## config.mk

```make
export PLATFORM = sky130hd
export DESIGN_NAME = tmr_voted_pipeline
export DESIGN_NICKNAME = d
export VERILOG_FILES = /design/src/rtl/tmr_voted_pipeline.sv
export SDC_FILE = /design/constraint.sdc
export NUM_CORES = 1
export LEC_CHECK = 0
export CAP_MARGIN = 0
export CORE_ASPECT_RATIO = 1.2
export CORE_MARGIN = 1
export CORE_UTILIZATION = 42
export CTS_BUF_LIST = sky130_fd_sc_hd__clkbuf_8
export CTS_CLUSTER_SIZE = 14
export DETAILED_ROUTE_END_ITERATION = 8
export PLACE_DENSITY = 0.95
export SETUP_SLACK_MARGIN = 0.1
export SLEW_MARGIN = 15
export SYNTH_ARGS = -nofsm -noshare
export SYNTH_HDL_FRONTEND = slang
export SYNTH_SLANG_ARGS = --single-unit
```

## constraint.sdc

```tcl
create_clock -name clk -period 1.9 [get_ports clk]
set_clock_uncertainty 0.1 [all_clocks]
set_input_delay 0.38 -clock clk [delete_from_list [all_inputs] [get_ports clk]]
set_output_delay 0.38 -clock clk [all_outputs]
set_load 0.02 [all_outputs]
```

## src/rtl/tmr_voted_pipeline.sv

```systemverilog
// Triplicated WIDTH x DEPTH pipeline. Every copy reloads from its own majority voter each cycle, and copy mismatches are flagged and counted.
// Optional error-injection ports are enabled by defining TMR_ERR_INJECT_EN.
module tmr_voted_pipeline #(
   parameter int               WIDTH   = 8,
   parameter int               DEPTH   = 2,
   parameter int               CNT_W   = 8,
   parameter logic [WIDTH-1:0] RST_VAL = '0
) (
   input  logic             clk,
   input  logic             rstn,
   input  logic             en_i,
   input  logic             vld_i,
   input  logic [WIDTH-1:0] din_a,
   input  logic [WIDTH-1:0] din_b,
   input  logic [WIDTH-1:0] din_c,
   output logic [WIDTH-1:0] dout_a,
   output logic [WIDTH-1:0] dout_b,
   output logic [WIDTH-1:0] dout_c,
   output logic [WIDTH-1:0] dout_v,
   output logic             vld_o,
   output logic             err_o,
   output logic [CNT_W-1:0] err_cnt,
`ifdef TMR_ERR_INJECT_EN
   input  logic             inj_i,
   input  logic [3:0]       inj_stage_i,
   input  logic [1:0]       inj_copy_i,
   input  logic [WIDTH-1:0] inj_mask_i,
`endif
   input  logic             clr_cnt_i
);

   function automatic logic [WIDTH-1:0] maj(input logic [WIDTH-1:0] x, input logic [WIDTH-1:0] y,
                                            input logic [WIDTH-1:0] z);
      return (x & y) | (x & z) | (y & z);
   endfunction

   logic [WIDTH-1:0] dat_q [DEPTH][3];
   logic [WIDTH-1:0] dat_d [DEPTH][3];
   logic [WIDTH-1:0] src_dat [DEPTH][3];
   logic [2:0]       vld_q [DEPTH];
   logic [2:0]       vld_d [DEPTH];
   logic [2:0]       src_vld [DEPTH];
   logic             err_q, err_d;
   logic [CNT_W-1:0] cnt_q, cnt_d;
   logic             mis;

   always_comb begin
      src_dat = '{default: '0};
      src_vld = '{default: '0};
      dat_d   = '{default: '0};
      vld_d   = '{default: '0};
      mis     = 1'b0;
      // Stage 0 is fed from the input copies; the single valid tag is fanned out to all three.
      src_dat[0][0] = din_a;
      src_dat[0][1] = din_b;
      src_dat[0][2] = din_c;
      src_vld[0]    = {3{vld_i}};
      for (int s = 1; s < DEPTH; s++) begin
         for (int c = 0; c < 3; c++) src_dat[s][c] = dat_q[s-1][c];
         src_vld[s] = vld_q[s-1];
      end
      for (int s = 0; s < DEPTH; s++) begin
         for (int c = 0; c < 3; c++) begin
            // Each copy gets its own voter; a stall re-votes the stage onto itself.
            if (en_i) begin
               dat_d[s][c] = maj(src_dat[s][0], src_dat[s][1], src_dat[s][2]);
               vld_d[s][c] = (src_vld[s][0] & src_vld[s][1]) | (src_vld[s][0] & src_vld[s][2]) |
                             (src_vld[s][1] & src_vld[s][2]);
            end else begin
               dat_d[s][c] = maj(dat_q[s][0], dat_q[s][1], dat_q[s][2]);
               vld_d[s][c] = (vld_q[s][0] & vld_q[s][1]) | (vld_q[s][0] & vld_q[s][2]) |
                             (vld_q[s][1] & vld_q[s][2]);
            end
`ifdef TMR_ERR_INJECT_EN
            if (inj_i && (32'(inj_stage_i) == s) && (32'(inj_copy_i) == c))
               dat_d[s][c] = dat_d[s][c] ^ inj_mask_i;
`endif
         end
         if ((dat_q[s][0] != dat_q[s][1]) || (dat_q[s][1] != dat_q[s][2]) ||
             (vld_q[s] != 3'b000 && vld_q[s] != 3'b111))
            mis = 1'b1;
      end
      err_d = mis;
      if (clr_cnt_i)                 cnt_d = '0;
      else if (mis && cnt_q != '1)   cnt_d = cnt_q + CNT_W'(1);
      else                           cnt_d = cnt_q;
   end

   always_ff @(posedge clk or negedge rstn) begin
      if (!rstn) begin
         for (int s = 0; s < DEPTH; s++) begin
            for (int c = 0; c < 3; c++) dat_q[s][c] <= RST_VAL;
            vld_q[s] <= 3'b000;
         end
         err_q <= 1'b0;
         cnt_q <= '0;
      end else begin
         for (int s = 0; s < DEPTH; s++) begin
            for (int c = 0; c < 3; c++) dat_q[s][c] <= dat_d[s][c];
            vld_q[s] <= vld_d[s];
         end
         err_q <= err_d;
         cnt_q <= cnt_d;
      end
   end

   assign dout_a  = dat_q[DEPTH-1][0];
   assign dout_b  = dat_q[DEPTH-1][1];
   assign dout_c  = dat_q[DEPTH-1][2];
   assign dout_v  = maj(dat_q[DEPTH-1][0], dat_q[DEPTH-1][1], dat_q[DEPTH-1][2]);
   assign vld_o   = (vld_q[DEPTH-1][0] & vld_q[DEPTH-1][1]) | (vld_q[DEPTH-1][0] & vld_q[DEPTH-1][2]) |
                    (vld_q[DEPTH-1][1] & vld_q[DEPTH-1][2]);
   assign err_o   = err_q;
   assign err_cnt = cnt_q;

endmodule

```

### After elaboration in Yosys (flattened, before gate mapping)

Index checks and enable logic that the tools add are counted.

* input port bits: 29
* word-level logic and storage cells: 45
* bits in registers: 27

* eq/ne operators: 3
* reduce and logical (&&, ||, !) cells: 6
* add/sub/neg operators: 1
* bitwise logic cells: 21
* muxes and demuxes: 8

Operators with widths (count)
* 8-bit OR: 6
* 8-bit AND: 5
* 8-bit two-way mux: 4
* 8-bit by 1-bit adder with 8-bit output, second input constant: 1
* 8-bit inequality test, second input constant: 1
* 1-bit AND: 6
* 3-bit inequality test, second input constant: 2
* 3-bit nonzero test: 2
* 1-bit two-way mux: 4
* 1-bit OR: 4
* 1-bit logical AND: 3
* 2-bit nonzero test: 1

### Depth between registers and ports, before layout

* word-level depth: 7
* mapped depth: 4
* depth with buffers taken out: 2

### Least setup slack after synthesis

No wires, ideal clock.

* path kind: input-to-reg
* start point: input en_i
* end point: register, netlist name dout_c[3]
* required time: 1.675 ns
* path slack: 0.772 ns
* setup time: 0.125 ns
* arrival: 0.903 ns
* stages: 3
* cells stage by stage: buf_6 > buf_8 > mux2_4

* word-level cells in the longest chain between the ends: 1

Ends and longest elaborated chain
* from (decl): line 11 `input logic en_i,`
* 8-bit two-way mux: line 65 `if (en_i) begin`

No other way between the ends.
A chain may end at the register's enable or synchronous reset.

### Worst setup path in the final report

* start point: register, netlist name dout_c[2]
* end point: output dout_v[2]

* word-level cells in the longest chain between the ends: 3

Ends and longest elaborated chain
* 8-bit AND (*)
* 8-bit OR: line 34 `return (x & y) | (x & z) | (y & z);`
* 8-bit OR (*): line 34
* to (decl): line 19 `output logic [WIDTH-1:0] dout_v,`

Every way passes the cells marked *; elsewhere a longest branch is shown, timed or not.

==> impl_metrics.csv <==
group,metric,value,unit
status,status,"finished clean",
timing,holdWs,374.3,ps
critical_path,r2r_start,"dout_c[3]",
timing,fin_setup_tns,0,ps
logic_synthesis,synth_fp_nets,142,
timing,grt_setup_unrepaired,"false",
logic_synthesis,syn_area_per_cell,11.27,µm²
logic_synthesis,synth_cells,113,
place,numPortBuffers,69,
critical_path,r2r_slack,980,ps
final_layout,design_area,1878,µm²
detailed_routing,drt_iter0_markers,32,
detailed_routing,routed_wl,3.024,mm
place,gpl.final_weighted_congestion,0.6227,
hold_path,min-delay-path-class,"in2async",
critical_path,critPathTopFamily,"buffers and inverters",
critical_path,r2r-end,"dout_c[3]",
power,pwr_density_cell,851.7,nW/µm²
critical_path,crit_fanout,5,
final_layout,n_fill_cell,193,
final_layout,nNetsFinal,182,
clock_tree,cts_sinks,26,
clock_tree,clk_pin_slew,90,ps
detailed_routing,dr.pass1.iters,4,
power,irDropWorstVdd,514.9,µV
critical_path,critical_path.startpoint_type,"flip-flop",
die,die_x,52.27,µm
place,dp_hpwl,1.891,mm
critical_path,required,1420,ps
timing,period_minus_slack,1773,ps
critical_path,r2r_cells,1,
logic_synthesis,syn_area,1274,µm²
grt,grt_pass1_wl,4.036,mm
critical_path,crit_cells,1,
logic_synthesis,synth_cell_types,12,
grt,grt_max_degree,27,
critical_path,criticalPathCategory,"reg2out",
critical_path,worstPathCellList,"clkdlybuf4s50_1",
grt,grt_usage,0.1681,
critical_path,arrival,1290,ps
detailed_routing,antenna_left,0,
clock_tree,htreeDepth,1,
detailed_routing,wire_per_inst,16.26,µm
critical_path,cp_slowest_cell,"clkdlybuf4s50_1",
grt,grt_antenna_before_repair,0,
critical_path,crit_path_end_kind,"output pin",
final_layout,final_core_utilization,0.6618,
detailed_routing,drc,0,
detailed_routing,via_count,926,
logic_synthesis,synth-seq-cells,26,
power,p_leak,1.070,nW
clock_tree,insertion_delay,270,ps
final_layout,drive_gt1_frac,0.1053,
clock_tree,cts_root_buf,"clkbuf_8",
die,start_util,0.4489,
die,ioPinCount,71,
die,core-area,2838,µm²
die,dieArea,3258,µm²
timing,fin_crit_sh,0.9330,
timing,hold_viol,0,
run,maxCapViolations,0,
timing,slew_violations,0,
clock_tree,post_cts_buffers,0,
grt,grt-ovfl-total,0,
clock_tree,ctsHoldBuffers,0,
die,dieHeight,62.33,µm
clock_tree,cts_buffers,3,
timing,fmax,564.1,MHz
grt,grt_pass1_vias,869,
clock_tree,clockBufferDepth,2,
final_layout,antenna_cells,0,
power,total_power,1.599,mW
place,dpl-instance-area,1753,µm²
timing,setup_viol,0,
clock_tree,cts_tree,"done",
logic_synthesis,yosysSeqAreaShare,0.5108,
final_layout,syn2layout_area_growth,47.45,%
critical_path,crit_buf_inv,1,
detailed_routing,avgViaCountPerCell,4.978,
critical_path,critPathMaxStageDelay,630,ps
logic_synthesis,yosysWarnings,0,
die,num_rows,21,
[registers in the layout (all words and copies together), names as in the netlist]
name / flops
dat_q: 8
dout_c: 8
err_cnt: 8
src_vld: 1
vld_q: 1
[logic make-up (layout without fill, tap and decap cells)]
kind of cell	count (synthesis)	after routing	synth area share
other cells	1	1	0.002944
mux	10	10	0.1002
flops	26	26	0.5108
simple gates	8	8	0.03929
compound gates	24	24	0.1022
buf+inv	44	83	0.2446
[where the power goes]
| group | leakage, nW | internal [mW] | switching [mW] | total [mW] |
|---|---|---|---|---|
| Combinational | 0.703 | 0.255 | 0.250 | 0.505 |
| Clock | 0.0357 | 0.282 | 0.166 | 0.448 |
| Sequential | 0.331 | 0.603 | 0.0434 | 0.646 |
[how the worst max path moves through the flow]
| stage | start | end | slack [ps] |
|---|---|---|---|
| 6_report | dout_c[2] | dout_v[2] | 130 |
| 3_5_place_dp | en_i | vld_q[0] | 250 |
| 2_1_floorplan | en_i | dout_c[3] | 770 |
| 5_1_grt | dout_c[2] | dout_v[2] | 80 |
| 4_1_cts | dout_c[4] | dout_c[4] | 100 |
| 3_3_place_gp | en_i | dout_c[1] | 280 |
[cells in the mapped netlist, drive strengths merged]
cell   number  share of area
a21oi       8          0.031
buf        36           0.22
conb        1         0.0029
dfrtp      26           0.51
inv         8          0.024
mux2       10           0.10
nor2b       8          0.039
o21ai       8          0.031
o22ai       8          0.039
[layout make-up]
| type | instances | area, µm² | share of cell area |
|---|---|---|---|
| inverter | 8 | 30.03 | 0.01599 |
| timing repair buffer | 71 | 772.0 | 0.4111 |
| clock inverter | 1 | 30.03 | 0.01599 |
| clock buffer | 3 | 41.29 | 0.02199 |
| multi-input combinational | 43 | 311.5 | 0.1659 |
| tap | 34 | 42.54 | 0.02265 |
| sequential | 26 | 650.6 | 0.3464 |
[per-layer routing]
layer,track usage,routed length (µm),share of wire
met1,0.1994,1130,0.37
met2,0.2772,1564,0.52
met3,0.04412,283,0.094
met4,0.07566,46,0.015
met5,0,0,0
[through the flow]
step / worst slack (ps) / std cells
global placement: 280.4 / 182
global route: 76.97 / 186
CTS: 101.6 / 186
floorplan: 772.0 / 113
finish: 127.4 / 186
detailed placement: 245.1 / 182
[what timing repair did]
item | 4_1_cts | 5_1_grt
pin swaps | 0 | 0
resized for setup | 5 | 24
setup endpoints to repair | 10 | 27
[cell usage in the layout (no fill, tap or decap)]
cell type        netlist  layout
dlygate4sd2_1          0       5
clkbuf_8               0       3
o21ai_0                8       8
dlymetal6s2s_1         0      24
nor2b_1                8       8
dfrtp_1               26      26
clkdlybuf4s50_1        0      40
conb_1                 1       1
bufinv_16              0       1
buf_4                 34       1
a21oi_1                8       8
mux2_2                 6       6
inv_1                  8       8
buf_12                 0       1
o22ai_1                8       8
mux2_4                 4       4
(Power assumes the default switching activity.)
